## src/rtl/mouse_joy_emu_if.sv

```systemverilog
// Signal bundle between hps_io-side sources, the mouse/joystick emulator and the BBC core joystick inputs.
// The master side drives mouse packets and real-stick state; the slave side returns the emulated stick.
interface mouse_joy_emu_if;
   logic [24:0]       ps2_mouse;
   logic signed [7:0] joy_x;
   logic signed [7:0] joy_y;
   logic              joy_fire;
   logic              joy_active;
   logic              mouse_off;
   logic [11:0]       out_x;
   logic [11:0]       out_y;
   logic              out_fire_n;
   logic              mouse_sel;

   modport master (
      output ps2_mouse, joy_x, joy_y, joy_fire, joy_active, mouse_off,
      input  out_x, out_y, out_fire_n, mouse_sel
   );

   modport slave (
      input  ps2_mouse, joy_x, joy_y, joy_fire, joy_active, mouse_off,
      output out_x, out_y, out_fire_n, mouse_sel
   );
endinterface

```

## src/rtl/mouse_joy_emu.sv

```systemverilog
// PS/2 mouse to analog joystick emulator: integrates clamped mouse deltas into a saturating
// signed position per axis, muxes against the real stick and optionally drifts back to centre.
module mouse_joy_emu #(
   parameter int MAX_STEP       = 10,
   parameter int RECENTRE_TICKS = 0,
   parameter int DECAY_DIV      = 65536
) (
   input logic            clk_sys,
   input logic            reset,
   mouse_joy_emu_if.slave emu_if
);

   localparam bit DRIFT_EN = (RECENTRE_TICKS != 0);
   localparam int IDLE_W   = (RECENTRE_TICKS > 1) ? $clog2(RECENTRE_TICKS) : 1;
   localparam int DIV_W    = (DECAY_DIV > 1) ? $clog2(DECAY_DIV) : 1;
   localparam logic [IDLE_W-1:0] IDLE_LAST =
      IDLE_W'((RECENTRE_TICKS > 0) ? RECENTRE_TICKS - 1 : 0);
   localparam logic [DIV_W-1:0] DIV_LAST =
      DIV_W'((DECAY_DIV > 0) ? DECAY_DIV - 1 : 0);
   localparam logic signed [8:0] STEP_MAX = 9'(MAX_STEP);

   typedef enum logic {IDLE_WAIT, DRIFT} state_t;

   function automatic logic signed [8:0] clamp_step(input logic signed [8:0] d);
      if (d > STEP_MAX)       return STEP_MAX;
      else if (d < -STEP_MAX) return -STEP_MAX;
      else                    return d;
   endfunction

   function automatic logic signed [7:0] sat8(input logic signed [9:0] s);
      if (s > 10'sd127)       return 8'sh7f;
      else if (s < -10'sd128) return 8'sh80;
      else                    return s[7:0];
   endfunction

   function automatic logic signed [7:0] toward_zero(input logic signed [7:0] p);
      if (p > 8'sd0)          return p - 8'sd1;
      else if (p < 8'sd0)     return p + 8'sd1;
      else                    return p;
   endfunction

   logic                old_stb_q;
   logic                evt;
   logic                clear;
   logic signed [7:0]   pos_x_q, pos_x_d;
   logic signed [7:0]   pos_y_q, pos_y_d;
   logic                mouse_sel_q, mouse_sel_d;
   logic [IDLE_W-1:0]   idle_cnt_q, idle_cnt_d;
   logic [DIV_W-1:0]    div_cnt_q, div_cnt_d;
   state_t              state_q, state_d;
   logic                drift_step;
   logic signed [8:0]   dx_c, dy_c;
   logic signed [9:0]   nx, ny;
   logic                unused_mouse_bits;

   assign evt   = emu_if.ps2_mouse[24] ^ old_stb_q;
   assign clear = emu_if.joy_active | emu_if.mouse_off;

   assign dx_c = clamp_step({emu_if.ps2_mouse[4], emu_if.ps2_mouse[15:8]});
   assign dy_c = clamp_step({emu_if.ps2_mouse[5], emu_if.ps2_mouse[23:16]});

   // Ten-bit sums cannot overflow, so saturation sees the true result.
   assign nx = {{2{pos_x_q[7]}}, pos_x_q} + {dx_c[8], dx_c};
   assign ny = {{2{pos_y_q[7]}}, pos_y_q} - {dy_c[8], dy_c};

   assign unused_mouse_bits = ^{emu_if.ps2_mouse[7:6], emu_if.ps2_mouse[3:2]};

   always_ff @(posedge clk_sys) begin
      if (reset) state_q <= IDLE_WAIT;
      else       state_q <= state_d;
   end

   always_comb begin
      state_d = state_q;
      if (!DRIFT_EN || clear || evt) begin
         state_d = IDLE_WAIT;
      end else begin
         case (state_q)
            IDLE_WAIT: if (mouse_sel_q && idle_cnt_q == IDLE_LAST) state_d = DRIFT;
            DRIFT:     state_d = DRIFT;
            default:   state_d = IDLE_WAIT;
         endcase
      end
   end

   always_comb begin
      drift_step = 1'b0;
      idle_cnt_d = idle_cnt_q;
      div_cnt_d  = div_cnt_q;
      if (!DRIFT_EN || clear || evt) begin
         idle_cnt_d = '0;
         div_cnt_d  = '0;
      end else begin
         case (state_q)
            IDLE_WAIT: begin
               div_cnt_d = '0;
               if (mouse_sel_q) begin
                  if (idle_cnt_q == IDLE_LAST) idle_cnt_d = '0;
                  else                         idle_cnt_d = idle_cnt_q + 1'b1;
               end
            end
            DRIFT: begin
               if (div_cnt_q == DIV_LAST) begin
                  div_cnt_d  = '0;
                  drift_step = 1'b1;
               end else begin
                  div_cnt_d  = div_cnt_q + 1'b1;
               end
            end
            default: begin
               idle_cnt_d = '0;
               div_cnt_d  = '0;
            end
         endcase
      end
   end

   // A clear in the same cycle as a strobe toggle swallows that packet.
   always_comb begin
      pos_x_d     = pos_x_q;
      pos_y_d     = pos_y_q;
      mouse_sel_d = mouse_sel_q;
      if (clear) begin
         pos_x_d     = '0;
         pos_y_d     = '0;
         mouse_sel_d = 1'b0;
      end else if (evt) begin
         pos_x_d     = sat8(nx);
         pos_y_d     = sat8(ny);
         mouse_sel_d = 1'b1;
      end else if (drift_step) begin
         pos_x_d     = toward_zero(pos_x_q);
         pos_y_d     = toward_zero(pos_y_q);
      end
   end

   always_ff @(posedge clk_sys) begin
      old_stb_q <= emu_if.ps2_mouse[24];
      if (reset) begin
         pos_x_q     <= '0;
         pos_y_q     <= '0;
         mouse_sel_q <= 1'b0;
         idle_cnt_q  <= '0;
         div_cnt_q   <= '0;
      end else begin
         pos_x_q     <= pos_x_d;
         pos_y_q     <= pos_y_d;
         mouse_sel_q <= mouse_sel_d;
         idle_cnt_q  <= idle_cnt_d;
         div_cnt_q   <= div_cnt_d;
      end
   end

   assign emu_if.out_x = mouse_sel_q ? {~pos_x_q[7], pos_x_q[6:0], 4'b0000}
                                     : {~emu_if.joy_x[7], emu_if.joy_x[6:0], 4'b0000};
   assign emu_if.out_y = mouse_sel_q ? {~pos_y_q[7], pos_y_q[6:0], 4'b0000}
                                     : {~emu_if.joy_y[7], emu_if.joy_y[6:0], 4'b0000};
   assign emu_if.out_fire_n = mouse_sel_q ? ~|emu_if.ps2_mouse[1:0] : ~emu_if.joy_fire;
   assign emu_if.mouse_sel  = mouse_sel_q;

endmodule

```

## src/flat_wrapper.sv

```systemverilog
// flat-port wrapper written by rule: the top's interface ports become plain ports
module mouse_joy_emu_flat 
#(
   parameter int MAX_STEP       = 10,
   parameter int RECENTRE_TICKS = 0,
   parameter int DECAY_DIV      = 65536
)
  (clk_sys, reset, emu_if_ps2_mouse, emu_if_joy_x, emu_if_joy_y, emu_if_joy_fire, emu_if_joy_active, emu_if_mouse_off, emu_if_out_x, emu_if_out_y, emu_if_out_fire_n, emu_if_mouse_sel);
  mouse_joy_emu_if emu_if_i ();
  input logic clk_sys;
  input logic reset;
  input wire logic [$bits(emu_if_i.ps2_mouse)-1:0] emu_if_ps2_mouse;
  input wire logic [$bits(emu_if_i.joy_x)-1:0] emu_if_joy_x;
  input wire logic [$bits(emu_if_i.joy_y)-1:0] emu_if_joy_y;
  input wire logic [$bits(emu_if_i.joy_fire)-1:0] emu_if_joy_fire;
  input wire logic [$bits(emu_if_i.joy_active)-1:0] emu_if_joy_active;
  input wire logic [$bits(emu_if_i.mouse_off)-1:0] emu_if_mouse_off;
  output wire logic [$bits(emu_if_i.out_x)-1:0] emu_if_out_x;
  output wire logic [$bits(emu_if_i.out_y)-1:0] emu_if_out_y;
  output wire logic [$bits(emu_if_i.out_fire_n)-1:0] emu_if_out_fire_n;
  output wire logic [$bits(emu_if_i.mouse_sel)-1:0] emu_if_mouse_sel;
  assign emu_if_i.ps2_mouse = emu_if_ps2_mouse;
  assign emu_if_i.joy_x = emu_if_joy_x;
  assign emu_if_i.joy_y = emu_if_joy_y;
  assign emu_if_i.joy_fire = emu_if_joy_fire;
  assign emu_if_i.joy_active = emu_if_joy_active;
  assign emu_if_i.mouse_off = emu_if_mouse_off;
  assign emu_if_out_x = emu_if_i.out_x;
  assign emu_if_out_y = emu_if_i.out_y;
  assign emu_if_out_fire_n = emu_if_i.out_fire_n;
  assign emu_if_mouse_sel = emu_if_i.mouse_sel;
  mouse_joy_emu #(.MAX_STEP(MAX_STEP), .RECENTRE_TICKS(RECENTRE_TICKS), .DECAY_DIV(DECAY_DIV)) u_core (.clk_sys(clk_sys), .reset(reset), .emu_if(emu_if_i));
endmodule
```

## config.mk

```make
export PLATFORM = sky130hd
export DESIGN_NAME = mouse_joy_emu_flat
export DESIGN_NICKNAME = d
export VERILOG_FILES = /design/src/rtl/mouse_joy_emu_if.sv /design/src/rtl/mouse_joy_emu.sv /design/src/flat_wrapper.sv
export SDC_FILE = /design/constraint.sdc
export NUM_CORES = 1
export LEC_CHECK = 0
export ABC_AREA = 0
export CAP_MARGIN = 20
export CORE_MARGIN = 3
export CORE_UTILIZATION = 41
export CTS_CLUSTER_SIZE = 30
export DETAILED_ROUTE_END_ITERATION = 8
export HOLD_SLACK_MARGIN = 0.08
export PLACE_DENSITY_LB_ADDON = 0.1
export SYNTH_ARGS = -nofsm -noshare
export SYNTH_HDL_FRONTEND = slang
export SYNTH_SLANG_ARGS = --single-unit
```

## constraint.sdc

```tcl
create_clock -name clk_sys -period 3.65 [get_ports clk_sys]
set_input_delay 0.73 -clock clk_sys [delete_from_list [all_inputs] [get_ports clk_sys]]
set_output_delay 0.73 -clock clk_sys [all_outputs]
set_load 0.005 [all_outputs]
```

* Word-level counts from Yosys, hierarchy flattened
Cells that the tools add are included.
Storage, ports and cells: bits in registers 18, logic and storage cells 35, output and inout bits 26, input port bits 46
Operators by class: reductions and logical operators 3, bitwise gates (word level) 7, add/sub/neg operators 2, multiplexer cells 11, $lt $le $gt $ge 8
Operator list (number):
- $mux 9 | 4
- $mux 8 | 4
- $mux 12 | 2
- $gt 10x8->1 const B | 2
- $lt 10x8->1 const B | 2
- $gt 9x5->1 const B | 2
- $lt 9x5->1 const B | 2
- $add 8x9->10 | 1
- $sub 8x9->10 | 1
- $not 1->1 | 5
- $reduce_or 2->1 | 2
- $logic_not 1->1 | 1
- $mux 1 | 1
- $or 1x1->1 | 1
- $xor 1x1->1 | 1

* Longest topological paths before layout
word-level depth 7, gate-level depth with buffers 14

* Least setup slack after synthesis
No wires, ideal clock.
path type input-to-reg, start point input port emu_if_ps2_mouse[5], end point register u_core.pos_y_q[3], library setup time 0.142 ns, arrival 3.517 ns, slack -0.009 ns, stages on the path 13, cell sequence inv_1 -> or3_1 -> ha_1 -> inv_1 -> and3_1 -> ha_1 -> inv_1 -> fa_1 -> a21o_1 -> a221oi_1 -> o21ai_2 -> o31ai_2 -> a211oi_1
Between the ends: longest elaborated chain between the ends 7, elaborated cells between the ends (all ways) 9, classes of those cells add/sub (1); order compare (4); mux (4)
RTL lines:
- from (decl) | RTL line flat_wrapper.sv:12 | input wire logic [$bits(emu_if_i.ps2_mouse)-1:0] emu_if_ps2_mouse;
- $lt 9x5->1 | RTL line mouse_joy_emu.sv:26 | else if (d < -STEP_MAX) return -STEP_MAX;
- $mux 9 | RTL line mouse_joy_emu.sv:26
- $mux 9 (*) | RTL line mouse_joy_emu.sv:25 | if (d > STEP_MAX) return STEP_MAX;
- $sub 8x9->10 (*) | RTL line mouse_joy_emu.sv:64 | assign ny = {{2{pos_y_q[7]}}, pos_y_q} - {dy_c[8], dy_c};
- $lt 10x8->1 | RTL line mouse_joy_emu.sv:32 | else if (s < -10'sd128) return 8'sh80;
- $mux 8 | RTL line mouse_joy_emu.sv:32
- $mux 8 (*) | RTL line mouse_joy_emu.sv:31 | if (s > 10'sd127) return 8'sh7f;
- to (signal assigned) | RTL line mouse_joy_emu.sv:147 | pos_y_q <= pos_y_d;
- to (decl) | RTL line mouse_joy_emu.sv:46 | logic signed [7:0] pos_y_q, pos_y_d;
Every way passes the cells marked *; elsewhere a longest branch is shown, timed or not. A chain may end at the register's enable or synchronous reset.

* Final worst setup path
start point input port emu_if_ps2_mouse[18], end point register u_core.pos_y_q[1]
The elaborated chain is that of the path after synthesis.

==> impl_metrics.toml <==
[detailed_routing]
antenna_left = 0
vias_per_cell = 5.24
first_iter_violations = 153
remaining_drc_errors = 0
drt_pass1_iterations = 4
wirelength_um = 6050
avgRoutedWirePerCell_um = 13.4
vias = 2359

[power_and_ir_drop]
irDropWorstVdd_mv = 0.223
leakage_nw = 1.45
pwr_density_cell_nw_per_um2 = 231
power_w = 0.000788

[clock_network]
cts_htree_levels = 1
max-clock-path-buffers = 2
numCtsBuffers = 3
clk_pin_slew_ps = 70
clock_sinks = 18
clock_latency_ps = 250
cts_tree = "built"
cts-root-buf = "clkbuf_8"
cts_hold_buf = 0

[sta]
maxSlewViolCount = 0
layout_setup_ws_ps = 146
timing.hold.ws_ps = 482
fmax_mhz = 285
hold_viol_final = 0
min_period_over_period_pct = 96.0
max_slew_margin_pct = 41.0
rsz0062_at_grt = "true"
setup_viol = 0
finClkSkew_ps = 3.19
min_period_ps = 3500
worstMarginPinSlew_ps = 884

[global_route]
grt_usage_pct = 20.2
grt_pass1_vias = 2254
grt_start_max_net_pins = 21
grt_pass1_wl_um = 10300
grt_overflow = 0
antenna_found_initial = 0

[critical_path]
arrival_ps = 3630
crit_path_start_kind = "input port"
crit_type = "in2reg"
cp_max_fo = 6
cp-end-kind = "flip-flop"
worstPathRequired_ps = 3780

[min_path]
hp-class = "reg2reg"

[flow_run]
cap_violations = 0

[die]
die_h_um = 77.4
io_pins = 72
initial_core_util_pct = 43.4
design.die.area_um2 = 5990
rows = 25
core_area_um2 = 4820
die_w_um = 77.4

[cells_and_area]
multi_input_area_um2 = 1870
fillCellCount = 412
seqCellArea_um2 = 360
antenna_cells = 0
stdcell_area_um2 = 3400
drive_gt1_share_pct = 32.9
nNetsFinal = 453
syn_to_final_growth_pct = 62.9

[synthesis]
ys_seq_area_share_pct = 17.2
ys_seq_elements = 18
synth_edf_count = 0
yosysMostFrequentCell = "nor2_1"
synth_area_um2 = 2090
synthTopCellsByArea = "dfxtp_1 (17%), ha_1 (13%), mux2_2 (7.5%), nor2_1 (5.7%), a21oi_1 (5.5%)"
yosys-top-cells-count = "nor2_1 (32), a21oi_1 (23), ha_1 (21)"
synthArstFlopShare_pct = 0
ys.flop_type = "dfxtp_1"
ys_types = 53
yosys_warnings = 0
netlist.top_cell.by_area = "dfxtp_1"
synth_top_area_share_pct = 17.2
avgSynthCellArea_um2 = 7.77
synthCells = 269

[place]
dp_slack_ps = -624
dp_hpwl_um = 4750
gp_congestion = 0.819
placed_area_um2 = 3130
portBuffers = 59

[status]
status = "finished clean"
[layout by cell type, fill, tap and decap left out, drive strengths merged, types with 7 or more instances in the layout]
cell           netlist  layout
inv                 14      14
conb                 1       8
clkbuf               3      12
a21o                 7       7
o21ai               22      22
buf                 12      58
nand2               16      16
dlygate4sd2          0       8
mux2                14      14
dfxtp               18      18
a211oi              13      13
nor2                32      32
a21oi               23      23
ha                  21      21
clkdlybuf4s50        0      43
[timing repair]
item | in CTS | in global routing
gates resized for setup | 52 | 24
pin swaps | 28 | 12
endpoints found under the setup margin | 16 | 14
cloned | 1 | 0
setup buffers | 2 | 1
[flip-flops by register name, summed over array words and instances, names as in the netlist]
register                 flops
u_core.pos_x_q               8
u_core.pos_y_q               8
u_core.emu_if.mouse_sel      1
u_core.old_stb_q             1
[cells by family after synthesis]
logic type                 Yosys count  synth area share [%]
and+or+nand+nor                     83                  19.8
buffers and inverters               29                  7.13
muxes                               16                  8.50
DFF                                 18                  17.2
AOI/OAI and AO/OA                   90                  28.5
adders and majority gates           23                  14.5
xor gates and xnor gates             9                  4.13
other                                1                 0.179
[critical path: stages]
cell and delay (ps):
dlygate4sd2_1 210, a21oi_1 70, or3_4 390, ha_4 270, inv_2 60, and3_4 190
ha_4 130, inv_1 50, fa_2 360, a21o_1 220, a221oi_4 300, o21ai_2 130
o31ai_4 370, a211oi_1 140
[metal layers]
| metal | routed length (µm) | track usage, % | vias up | share of wire (%) |
|---|---|---|---|---|
| met3 | 420 | 3.94 | 0 | 6.9 |
| met5 | 0 | 0 | - | 0 |
| li1 | - | - | 1208 | - |
| met4 | 0 | 1.07 | 0 | 0 |
| met1 | 2990 | 29.0 | 1077 | 49 |
| met2 | 2640 | 32.8 | 74 | 44 |
[per-stage QoR]
stage	instances	TNS (ps)	util, %
CTS	449	0	70.2
floorplan	276	0	-
finish	450	0	70.6
detailed placement	443	-8260	64.9
global placement	443	-7560	64.9
global route	450	-73.7	70.6
[layout make-up]
type	instances	area share [%]
multi-input cells	230	55.0
repair buffers	117	28.8
flip-flops and latches	18	10.6
well taps	67	2.46
clock buffers	4	1.62
inverters	14	1.54
[worst paths after layout]
kind	from	end	slack, ps	depth (start not counted)
worst min-delay path	u_core.pos_x_q[6]	u_core.pos_x_q[6]	480	2
worst max register to register	u_core.pos_x_q[0]	u_core.pos_x_q[5]	1360	9
worst min register to register	u_core.pos_x_q[6]	u_core.pos_x_q[6]	480	2
worst max-delay path	emu_if_ps2_mouse[18]	u_core.pos_y_q[1]	150	14
[power breakdown]
group | internal, W | leakage [nW] | switching [W]
sequential | 0.000204 | 0.146 | 0.0000112
clock | 0.0000959 | 0.0288 | 0.0000694
combinational | 0.000218 | 1.28 | 0.000189
No activity file was read; power rests on OpenSTA's default activity.
